`config.mk`:
```
export PLATFORM = sky130hd
export DESIGN_NAME = reset_sequencer
export DESIGN_NICKNAME = d
export VERILOG_FILES = /design/src/rtl/reset_sequencer.sv
export SDC_FILE = /design/constraint.sdc
export NUM_CORES = 1
export LEC_CHECK = 0
export CAP_MARGIN = 20
export CORE_MARGIN = 2
export CORE_UTILIZATION = 50
export DETAILED_ROUTE_END_ITERATION = 8
export HOLD_SLACK_MARGIN = 0.03
export PLACE_DENSITY = 0.71
export SLEW_MARGIN = 5
export SYNTH_ARGS = -nofsm -noshare
export SYNTH_HDL_FRONTEND = slang
export SYNTH_SLANG_ARGS = --single-unit
```
`constraint.sdc`:
```
create_clock -name i_clock -period 2.7 [get_ports i_clock]
set_input_delay 0.54 -clock i_clock [delete_from_list [all_inputs] [get_ports i_clock]]
set_output_delay 0.54 -clock i_clock [all_outputs]
set_load 0.01 [all_outputs]
```
`src/rtl/reset_sequencer.sv`:
```
// reset_sequencer: multi-domain reset controller. It waits for a filtered
// PLL lock with no reset request, stretches the reset, and then releases the
// channels in index order with a fixed gap between them. Any fault restarts
// the sequence and records its cause.
module reset_sequencer #(
   parameter int unsigned CHANNELS       = 3,
   parameter int unsigned LOCK_FILTER    = 4,
   parameter int unsigned STRETCH_CYCLES = 4194303,
   parameter int unsigned STAGE_GAP      = 16,
   parameter int unsigned SYNC_STAGES    = 2,
   parameter int unsigned RESET_IN_LOW   = 1
) (
   input  logic                i_clock,
   input  logic                i_reset,
   input  logic                i_lock,
   input  logic                i_reset_req,
   input  logic                i_sw_reset,
   output logic [CHANNELS-1:0] o_reset_out,
   output logic                o_ready,
   output logic [1:0]          o_cause
);

   localparam int unsigned MAX_LS  = (LOCK_FILTER > STRETCH_CYCLES) ? LOCK_FILTER : STRETCH_CYCLES;
   localparam int unsigned CNT_MAX = (MAX_LS > STAGE_GAP) ? MAX_LS : STAGE_GAP;
   localparam int unsigned CNT_W   = $clog2(CNT_MAX) + 1;
   localparam int unsigned CH_W    = $clog2(CHANNELS) + 1;

   localparam logic [CNT_W-1:0] FILT_LAST    = CNT_W'(LOCK_FILTER - 1);
   localparam logic [CNT_W-1:0] STRETCH_LAST = CNT_W'(STRETCH_CYCLES - 1);
   localparam logic [CNT_W-1:0] GAP_LAST     = CNT_W'(STAGE_GAP - 1);
   localparam logic [CH_W-1:0]  CH_LAST      = CH_W'(CHANNELS - 1);

   // Raw level of reset_req that means "request active"
   localparam logic REQ_ACT = (RESET_IN_LOW != 0) ? 1'b0 : 1'b1;

   localparam logic [1:0] CAUSE_LOCK = 2'd1;
   localparam logic [1:0] CAUSE_EXT  = 2'd2;
   localparam logic [1:0] CAUSE_SW   = 2'd3;

   typedef enum logic [1:0] {
      ST_HOLD    = 2'd0,
      ST_STRETCH = 2'd1,
      ST_RELEASE = 2'd2,
      ST_RUN     = 2'd3
   } state_t;

   logic [SYNC_STAGES-1:0] r_lock_sync;
   logic [SYNC_STAGES-1:0] r_req_sync;
   state_t                 r_state;
   logic [CNT_W-1:0]       r_cnt;
   logic [CH_W-1:0]        r_ch;
   logic [CHANNELS-1:0]    r_reset_out;
   logic                   r_ready;
   logic [1:0]             r_cause;

   logic                   w_lock_s;
   logic                   w_req_s;
   logic                   w_fault;
   state_t                 w_state_nxt;
   logic [CNT_W-1:0]       w_cnt_nxt;
   logic [CH_W-1:0]        w_ch_nxt;
   logic [CHANNELS-1:0]    w_reset_out_nxt;
   logic                   w_ready_nxt;
   logic [1:0]             w_cause_nxt;

   // Synchronise lock and reset_req; req flops come up holding the asserted level
   always_ff @(posedge i_clock or posedge i_reset) begin
      if (i_reset) begin
         r_lock_sync <= '0;
         r_req_sync  <= {SYNC_STAGES{REQ_ACT}};
      end else begin
         r_lock_sync <= {r_lock_sync[SYNC_STAGES-2:0], i_lock};
         r_req_sync  <= {r_req_sync[SYNC_STAGES-2:0], i_reset_req};
      end
   end

   assign w_lock_s = r_lock_sync[SYNC_STAGES-1];
   assign w_req_s  = (r_req_sync[SYNC_STAGES-1] == REQ_ACT);
   assign w_fault  = !w_lock_s || w_req_s || i_sw_reset;

   // State, counters and registered outputs
   always_ff @(posedge i_clock or posedge i_reset) begin
      if (i_reset) begin
         r_state     <= ST_HOLD;
         r_cnt       <= '0;
         r_ch        <= '0;
         r_reset_out <= {CHANNELS{1'b1}};
         r_ready     <= 1'b0;
         r_cause     <= 2'd0;
      end else begin
         r_state     <= w_state_nxt;
         r_cnt       <= w_cnt_nxt;
         r_ch        <= w_ch_nxt;
         r_reset_out <= w_reset_out_nxt;
         r_ready     <= w_ready_nxt;
         r_cause     <= w_cause_nxt;
      end
   end

   // Next-state decision
   always_comb begin
      w_state_nxt = r_state;
      unique case (r_state)
         ST_HOLD: begin
            if (!w_fault && (r_cnt == FILT_LAST)) w_state_nxt = ST_STRETCH;
         end
         ST_STRETCH: begin
            if (w_fault)                         w_state_nxt = ST_HOLD;
            else if (r_cnt == STRETCH_LAST)      w_state_nxt = (CHANNELS == 1) ? ST_RUN : ST_RELEASE;
         end
         ST_RELEASE: begin
            if (w_fault)                                    w_state_nxt = ST_HOLD;
            else if ((r_cnt == GAP_LAST) && (r_ch == CH_LAST)) w_state_nxt = ST_RUN;
         end
         ST_RUN: begin
            if (w_fault) w_state_nxt = ST_HOLD;
         end
         default: w_state_nxt = ST_HOLD;
      endcase
   end

   // Counter, channel and output next values
   always_comb begin
      w_cnt_nxt       = r_cnt;
      w_ch_nxt        = r_ch;
      w_reset_out_nxt = r_reset_out;
      w_ready_nxt     = r_ready;
      w_cause_nxt     = r_cause;
      if (w_state_nxt == ST_HOLD) begin
         w_reset_out_nxt = {CHANNELS{1'b1}};
         w_ready_nxt     = 1'b0;
         w_ch_nxt        = '0;
         if (r_state != ST_HOLD) begin
            // Cause is only recorded on entry into HOLD, lock loss first
            w_cnt_nxt = '0;
            if (!w_lock_s)    w_cause_nxt = CAUSE_LOCK;
            else if (w_req_s) w_cause_nxt = CAUSE_EXT;
            else              w_cause_nxt = CAUSE_SW;
         end else if (w_fault) begin
            w_cnt_nxt = '0;
         end else begin
            w_cnt_nxt = r_cnt + CNT_W'(1);
         end
      end else begin
         unique case (r_state)
            ST_HOLD: begin
               w_cnt_nxt = '0;
            end
            ST_STRETCH: begin
               if (w_state_nxt != ST_STRETCH) begin
                  w_cnt_nxt          = '0;
                  w_ch_nxt           = CH_W'(1);
                  w_reset_out_nxt[0] = 1'b0;
                  if (w_state_nxt == ST_RUN) w_ready_nxt = 1'b1;
               end else begin
                  w_cnt_nxt = r_cnt + CNT_W'(1);
               end
            end
            ST_RELEASE: begin
               if (r_cnt == GAP_LAST) begin
                  w_cnt_nxt = '0;
                  w_ch_nxt  = r_ch + CH_W'(1);
                  for (int i = 0; i < int'(CHANNELS); i++) begin
                     if (CH_W'(i) == r_ch) w_reset_out_nxt[i] = 1'b0;
                  end
                  if (w_state_nxt == ST_RUN) w_ready_nxt = 1'b1;
               end else begin
                  w_cnt_nxt = r_cnt + CNT_W'(1);
               end
            end
            default: begin
               w_cnt_nxt = r_cnt;
            end
         endcase
      end
   end

   assign o_reset_out = r_reset_out;
   assign o_ready     = r_ready;
   assign o_cause     = r_cause;

endmodule

```
* Word level (Yosys, flattened, before mapping)
Index checks and enable logic that the tools add are counted.
** Cells by class
- Mux-type cells :: 32
- Multiply operators :: 0
- Div/mod/pow operators :: 0
- $add $sub $neg :: 2
- Shift operators :: 0
- Bitwise logic cells :: 1
- Reductions and logical operators :: 21
- Eq/ne operators :: 14
- $lt $le $gt $ge :: 0
** Operators with widths (count)
- $mux 23 :: 5
- $pmux 23 s3 :: 1
- $add 23x1->23 const B :: 1
- $eq 23x2->1 const B :: 1
- $eq 23x22->1 const B :: 1
- $eq 23x4->1 const B :: 1
- $mux 2 :: 8
- $mux 3 :: 5
- $reduce_bool 2->1 :: 5
- $mux 1 :: 9
- $ne 3x3->1 const B :: 3
- $reduce_and 3->1 :: 3
- $pmux 2 s4 :: 1
- $eq 2x2->1 const B :: 3
- $pmux 3 s2 :: 1
- $logic_not 2->1 :: 2
- $pmux 1 s2 :: 2
- $reduce_and 4->1 :: 1
- $reduce_bool 4->1 :: 1
- $add 3x1->3 const B :: 1
- $eq 1x3->1 const A :: 1
- $eq 2x3->1 const A :: 1
- $eq 3x2->1 const B :: 1
- $logic_not 3->1 :: 1
- other kinds (8) :: 11
** Storage, ports and cells
- Word-level logic and storage cells :: 80
- Output and inout bits :: 6
- Latch bits :: 0
- Memories :: 0
- Input bits :: 5
- ROM bits :: 0
- RAM bits :: 0
- Flip-flop bits (word level) :: 38

* Longest topological paths before layout
Gate-level depths: netlist (run 1).
- Word-level depth :: 12
- Depth in mapped cells :: 11
- Mapped depth without buffers :: 10

* Least setup slack after synthesis (run 1)
No wires, ideal clock.
- Kind :: flip-flop to flip-flop
- Start point :: register r_state[1]
- End point :: register r_cnt[22]
- Buffers on the path :: 1
- Setup time :: 0.080 ns
- Path slack :: 0.163 ns
- Period minus slack after synthesis :: 2.537 ns
- Data required time :: 2.620 ns
- Cell stages (with the launch flop) :: 12
- Arrival :: 2.457 ns
- Cells stage by stage :: dfrtp_1 inv_1 ha_1 nand4b_1 or3_1 o31ai_2 a31o_2 inv_1 nor3_2 nor2_1 buf_4 o211ai_2
** On the way
- Word-level cells in the longest chain between the ends :: 7
- Elaborated cells between the ends (all ways) :: 19
** RTL lines
- start: declaration :: line 49 : state_t r_state;
- start signal: assignment :: line 91 : r_state <= w_state_nxt;
- $mux 2 (on tied branches) :: line 113, 109
- $mux 2 (on tied branches) :: line 112, 108
- $pmux 2 s4 (*) :: line 103 : unique case (r_state)
- via w_state_nxt[1] :: line 59 : state_t w_state_nxt;
- $ne 2x1->1 :: line 150 : if (w_state_nxt != ST_STRETCH) begin
- $mux 23 :: line 150
- $pmux 23 s3 :: line 145 : unique case (r_state)
- $mux 23 :: line 129 : if (w_state_nxt == ST_HOLD) begin
- end signal: assignment :: line 92 : r_cnt <= w_cnt_nxt;
- end: declaration :: line 50 : logic [CNT_W-1:0] r_cnt;
The timed path passes the listed nets; every way through them passes the cells marked *.
A chain may end at the register's enable or synchronous reset.

* Worst setup path after layout (run 1)
- Start point :: register r_state[0]
- End point :: register r_cnt[7]
** On the way
- Word-level cells in the longest chain between the ends :: 7
- Elaborated cells between the ends (all ways) :: 19
** RTL lines (line)
- $mux 2 (on tied branches) :: 113, 109
- $mux 2 (on tied branches) :: 112, 108
- $pmux 2 s4 :: 103
- $ne 2x1->1 :: 150
- $mux 23 :: 150
- $pmux 23 s3 :: 145
- $mux 23 :: 129
Several ways; a longest one is shown, not always the timed one.

==> reports/metrics.csv, run 1 <==
stage;metric;value;unit
global_routing;global-route wire length before repair;8890;µm
min_path;worst hold path cell count;0;
die;Total Die Area;5380;µm²
logic_synthesis;net count after synthesis;284;
worst_setup_path;r2r worst-path depth;11;
power_and_ir_drop;total power;0.00141;W
global_routing;grt ovf;0;
place;RD Place Congestion;0.946;
logic_synthesis;Avg Inst Size Synth;8.94;µm²
logic_synthesis;Async SR Flop Fraction;1.00;
worst_setup_path;Setup CP Type;reg2reg;
outcome;outcome;finished clean;
timing;Max Slew Vio Count;0;
timing;final period utilization;0.998;
cts;clock sink count;38;
min_path;WHS Endpoint;r_lock_sync[1];
power_and_ir_drop;Power Density;451;nW/µm²
cts;CTS Buf Count;5;
logic_synthesis;mux share of post-synthesis cell area;0.0177;
die;core box area;4690;µm²
finish;most frequent cells in the layout;nand2_1 (55), buf_4 (30), dfrtp_1 (27);
logic_synthesis;Synth cell types;53;
route;vias per cell;5.94;
cts;Worst-Skew Late Latency;0.31;ns
worst_setup_path;type of destination of the critical path;flop;
logic_synthesis;Post-synth EDFFs;0;
logic_synthesis;Compound-Gate Fraction of Synth Area;0.197;
timing;Slew @ Worst Pin;0.569;ns
cts;TritonCTS clock tree;done;
min_path;Hold Crit Start;r_lock_sync[0];
global_routing;Global Route Usage Sum;0.215;
cts;CTS clk-pin slew, worst paths;0.08;ns
logic_synthesis;Post-Synth XOR/XNOR Area;0.0255;
route;Avg WL per Cell;16.8;µm
logic_synthesis;area of the mapped netlist;2400;µm²
finish;Fill cells;350;
worst_setup_path;Critical Path Fanout Max;5;
route;drt total wl;6190;µm
die;DIE WIDTH;73.4;µm
job;max_cap viols;0;
place;port bufs;10;
cts;cts hold-fix bufs;0;
die;num rows;25;
min_path;Worst Hold Class;reg2reg;
logic_synthesis;Adder-Cell Fraction of Synth Area;0.0520;
cts;root buf cell;clkbuf_8;
power_and_ir_drop;leakage;1.33;nW
die;Die Span Y;73.4;µm
timing;final-report hold violation count;0;
timing;Fin Clk Skew;0.00987;ns
finish;layout overhead on the synthesized area;30.1;%
logic_synthesis;Syn Inst Count;269;
global_routing;number of global-route vias before repair;1890;
route;DRC Markers;0;
cts;CTS HTree Levels;2;
global_routing;largest net degree at the start of global routing;39;
finish;antenna cell count;0;
worst_setup_path;CP Data Required Time;2.93;ns
timing;fin crit period;2.70;ns
power_and_ir_drop;Peak VDD IR;405;µV
timing;RSZ-0062 raised after global routing;true;
logic_synthesis;synth warn;0;
die;Initial Util;0.513;
finish;layout cells sized above 1;0.337;
logic_synthesis;Seq cells post-synth;38;
global_routing;initial antenna violation count;0;
logic_synthesis;post-synthesis simple-gate area fraction;0.260;
worst_setup_path;Critical Path AT;2.92;ns
worst_setup_path;RR Startpoint;r_state[0];
cts;CTS Buffer Depth;2;
route;drt initial violations;187;
route;via count;2191;
timing;Final setup viols;0;
die;num ports;11;
route;drt pass-1 iters;5;
timing;fin worst setup slack;0.00448;ns
finish;NumNets Final;329;
timing;Rel. slew slack;0.620;
worst_setup_path;Startpoint Class;flop;
logic_synthesis;largest family of logic cells by synthesized area;simple AND/OR/NAND/NOR gates;
worst_setup_path;Reg2Reg Setup Slack;0.004;ns
place;dpl ws;-0.107;ns
worst_setup_path;FF-to-FF End;r_cnt[7];
route;Detail Route Antenna Nets;0;
logic_synthesis;Seq/Total Area, Yosys;0.397;
logic_synthesis;ys flop type;dfrtp_1;
timing;highest clock rate;371;MHz
place;hpwl dp;3790;µm
finish;commonest non-fill, non-tap cell in the layout;nand2_1;
how the worst max path moves through the flow:
stage               startpoint        end  slack, ns
floorplan           r_state[1]  r_cnt[22]       0.16
CTS                   r_cnt[0]  r_cnt[18]       0.03
global placement    i_sw_reset  r_cnt[10]      -0.08
finish              r_state[0]   r_cnt[7]      0.004
global route        r_state[0]  r_cnt[10]      -0.09
detailed placement  i_sw_reset  r_cnt[18]      -0.11
critical path, stage by stage, from the launching register on:
cell,delay (ns)
dfrtp_2,0.43
inv_2,0.10
ha_2,0.21
nand2_2,0.08
or4_4,0.42
a211oi_2,0.24
o32ai_2,0.14
buf_4,0.17
a211oi_4,0.37
nor2_4,0.12
clkbuf_16,0.18
o211ai_2,0.14
cell usage after synthesis (all sizes together) (4+ instances only):
cell	number	share of area
dfrtp	35	0.36
inv	13	0.020
buf	10	0.029
ha	10	0.052
xnor2	4	0.015
nor2	24	0.037
nand3	10	0.021
nand2	56	0.087
o21ai	22	0.046
nor4	7	0.023
nand4	8	0.021
o211ai	12	0.060
a21oi	4	0.0099
nand2b	5	0.013
nor3	5	0.012
state kept, by name, indices dropped and copies added (netlist names):
register	count
r_req_sync	2
o_ready	1
r_cnt	23
r_lock_sync	2
r_state	2
o_reset_out	3
o_cause	2
r_ch	3
routing by layer:
metal	up-vias	wire length, µm	global-route usage
met5	-	0	0
met4	0	95	0.0909
met3	11	428	0.0453
met2	69	3010	0.317
met1	1065	2660	0.307
li1	1046	-	-
stage by stage:
step	cell area (µm²)	setup TNS [ns]	util	hold WS, ns	std cells
floorplan	2400	0	-	0.331	269
global placement	2670	-1.28	0.569	0.334	343
detailed placement	2670	-1.38	0.569	0.341	343
CTS	2780	0	0.593	0.358	351
global route	3130	-1.18	0.667	0.361	369
finish	3130	0	0.667	0.355	369
kinds of logic after synthesis:
family,Yosys count
multiplexers,4
adder cells (fa/ha/maj),10
flip-flops,38
AND/OR/NAND/NOR,129
XOR/XNOR,7
AO/OA/AOI/OAI,57
buffers and inverters,24
power breakdown:
group | internal, W | leakage (nW) | switching [W]
Combinational | 0.000145 | 0.782 | 0.000151
Clock | 0.000272 | 0.0579 | 0.000214
Sequential | 0.000602 | 0.491 | 0.0000264
final cells by class:
cell class / instances / area (µm²) / area share
Clock inverter: 3 / 40.0 / 0.0128
Multi-Input combinational cell: 207 / 1480 / 0.472
Tap cell: 54 / 67.6 / 0.0216
Clock buffer: 5 / 68.8 / 0.0220
Timing Repair Buffer: 49 / 463 / 0.148
Inverter: 13 / 48.8 / 0.0156
Sequential cell: 38 / 965 / 0.308
what timing repair did:
item,CTS,global route
resized for setup,0,44
buffers inserted,0,15
endpoints found under the setup margin,0,27
Power figures use the tool's default switching activity.
==> inputs of run 2 (changes only) <==
Settings changed: GPL_ROUTABILITY_DRIVEN from default to 0.
==> results of run 2 <==
The final DEF is identical to that of run 1; final timing and power are the same.
==> inputs of run 3 (changes only) <==
Settings changed: CELL_PAD_IN_SITES_DETAIL_PLACEMENT from default to 0, CELL_PAD_IN_SITES_GLOBAL_PLACEMENT from default to 1, CORE_UTILIZATION 50 to 42, PLACE_DENSITY 0.71 to default, PLACE_DENSITY_LB_ADDON from default to 0.1, REMOVE_ABC_BUFFERS from default to 1.
==> reports/metrics.csv, run 3 (synthesized netlist as in run 1, its figures left out) <==
stage;metric;value;unit
min_path;Worst Hold Class;reg2reg;
timing;Fin Clk Skew;0.00724;ns
route;vias per cell;5.37;
power_and_ir_drop;leakage;1.40;nW
global_routing;GR Util met3;0.0317;
worst_setup_path;Critical Path Fanout Max;5;
die;core box area;5510;µm²
worst_setup_path;r2r worst-path depth;12;
power_and_ir_drop;Comb power frac;0.214;
finish;layout cells sized above 1;0.325;
route;DRC Markers;0;
finish;NumNets Final;343;
worst_setup_path;RR Startpoint;r_state[0];
global_routing;met1 Use GR;0.289;
place;port bufs;10;
global_routing;GR Util met2;0.320;
die;Die Span Y;79.7;µm
finish;non-filler cells, final;401;
power_and_ir_drop;power share of the sequential group;0.468;
timing;Slew @ Worst Pin;0.505;ns
timing;final period utilization;0.956;
worst_setup_path;Startpoint Class;flop;
route;drt total wl;6140;µm
die;Total Die Area;6350;µm²
timing;setup TNS;0;ns
cts;CTS HTree Levels;2;
timing;Hold WS;0.351;ns
finish;Final Core Density;0.583;
outcome;outcome;finished clean;
finish;commonest non-fill, non-tap cell in the layout;nand2_1;
global_routing;largest net degree at the start of global routing;39;
worst_setup_path;FF-to-FF End;r_cnt[9];
cts;Worst-Skew Late Latency;0.30;ns
timing;fin crit period;2.58;ns
power_and_ir_drop;Peak VDD IR;275;µV
min_path;WHS Endpoint;r_req_sync[1];
cts;cts hold-fix bufs;0;
job;max_cap viols;0;
cts;CTS Buffer Depth;2;
die;num ports;11;
timing;Rel. slew slack;0.663;
finish;layout overhead on the synthesized area;33.5;%
route;drt pass-1 iters;4;
cts;TritonCTS clock tree;done;
finish;post-route cell area;3210;µm²
global_routing;initial antenna violation count;0;
timing;highest clock rate;387;MHz
worst_setup_path;Setup CP Type;reg2reg;
cts;CTS clk-pin slew, worst paths;0.08;ns
route;Detail Route Antenna Nets;0;
global_routing;Global Route Usage Sum;0.206;
die;Initial Util;0.437;
finish;max reg flops;23;
power_and_ir_drop;switching share of power;0.293;
worst_setup_path;Reg2Reg Setup Slack;0.12;ns
route;via count;2154;
place;dpl cell area;2870;µm²
power_and_ir_drop;Pint;0.000950;W
min_path;Hold Crit Start;r_req_sync[0];
route;drt initial violations;92;
timing;Max Slew Vio Count;0;
place;hpwl dp;4400;µm
route;Avg WL per Cell;15.3;µm
finish;most frequent cells in the layout;nand2_1 (56), buf_4 (46), dfrtp_1 (32);
global_routing;grt ovf;0;
global_routing;GRT busiest layer;met2;
timing;final-report hold violation count;0;
worst_setup_path;type of destination of the critical path;flop;
die;num rows;27;
cts;CTS Buf Count;5;
power_and_ir_drop;Power Density;419;nW/µm²
global_routing;number of global-route vias before repair;2020;
finish;largest reg by FF count;r_cnt;
place;Placed Instances;383;
worst_setup_path;Critical Path AT;2.80;ns
global_routing;global-route wire length before repair;10000;µm
cts;clock sink count;38;
timing;Final setup viols;0;
power_and_ir_drop;Clock Power Share;0.318;
die;DIE WIDTH;79.7;µm
finish;antenna cell count;0;
cts;root buf cell;clkbuf_8;
power_and_ir_drop;Switching Power;0.000394;W
worst_setup_path;CP Data Required Time;2.92;ns
min_path;worst hold path cell count;0;
timing;RSZ-0062 raised after global routing;true;
==> run 3: changes by cell type in the layout (fill, tap and decap cells not counted), moves of 3 or more <==
| cell | before | now |
|---|---|---|
| buf_6 | 6 | 3 |
| dfrtp_2 | 8 | 3 |
| buf_4 | 30 | 46 |
| dfrtp_1 | 27 | 32 |
==> run 3: worst max-delay path by stage <==
stage          slack (ns)         end  cells past startpoint       start
2_1_floorplan       -0.56   r_cnt[15]                      9  r_state[1]
3_3_place_gp        -0.15    r_cnt[2]                     10  i_sw_reset
3_5_place_dp        -0.27    r_cnt[2]                     10  i_sw_reset
4_1_cts             -0.02   r_cnt[13]                     11  r_state[0]
5_1_grt             -0.02  o_cause[0]                     11    r_cnt[0]
6_report             0.12    r_cnt[9]                     12  r_state[0]
==> run 3: worst max-delay path, stage by stage (launching register included) <==
cell,delay [ns]
dfrtp_2,0.45
inv_4,0.09
ha_4,0.16
nand4b_1,0.13
or3_4,0.36
a211oi_2,0.24
o32ai_2,0.11
buf_4,0.17
a211oi_4,0.36
buf_6,0.18
buf_4,0.11
o21ai_1,0.08
o211ai_2,0.06
==> run 3: repair_timing <==
| action | CTS | global route |
|---|---|---|
| pin swaps | 1 | 3 |
| gates cloned | 0 | 2 |
| resized for setup | 5 | 26 |
| endpoints found under the setup margin | 22 | 29 |
| setup buffers | 1 | 7 |
==> run 3: layout make-up <==
cell class	instances	area, µm²
Timing Repair Buffer	63	552
Clock buffer	6	82.6
Inverter	13	51.3
Sequential cell	38	958
Clock inverter	2	12.5
Multi-Input combinational cell	207	1460
Tap cell	72	90.1
Fill cell	498	2300
==> run 3: metal layers <==
| metal | wire (µm) | vias to the layer above | part of all wire |
|---|---|---|---|
| li1 | - | 1066 | - |
| met1 | 3010 | 1047 | 0.49 |
| met2 | 2870 | 32 | 0.47 |
| met3 | 166 | 9 | 0.027 |
| met4 | 91 | 0 | 0.015 |
| met5 | 0 | - | 0 |
==> run 3: per-stage QoR <==
step	setup WS, ns	total power [W]
floorplan	-0.559	0.000760
CTS	-0.0242	0.00132
finish	0.119	0.00134
global placement	-0.153	0.000877
detailed placement	-0.269	0.000879
global route	-0.0212	0.00141
==> run 3: power groups by stage <==
| stage | Clock, W | Combinational [W] | Sequential, W |
|---|---|---|---|
| after floorplan | 0 | 0.000124 | 0.000636 |
| after global placement | 0 | 0.000243 | 0.000634 |
| after detailed placement | 0 | 0.000244 | 0.000635 |
| after CTS | 0.000442 | 0.000255 | 0.000624 |
| after global routing | 0.000456 | 0.000317 | 0.000634 |
| final | 0.000428 | 0.000287 | 0.000629 |
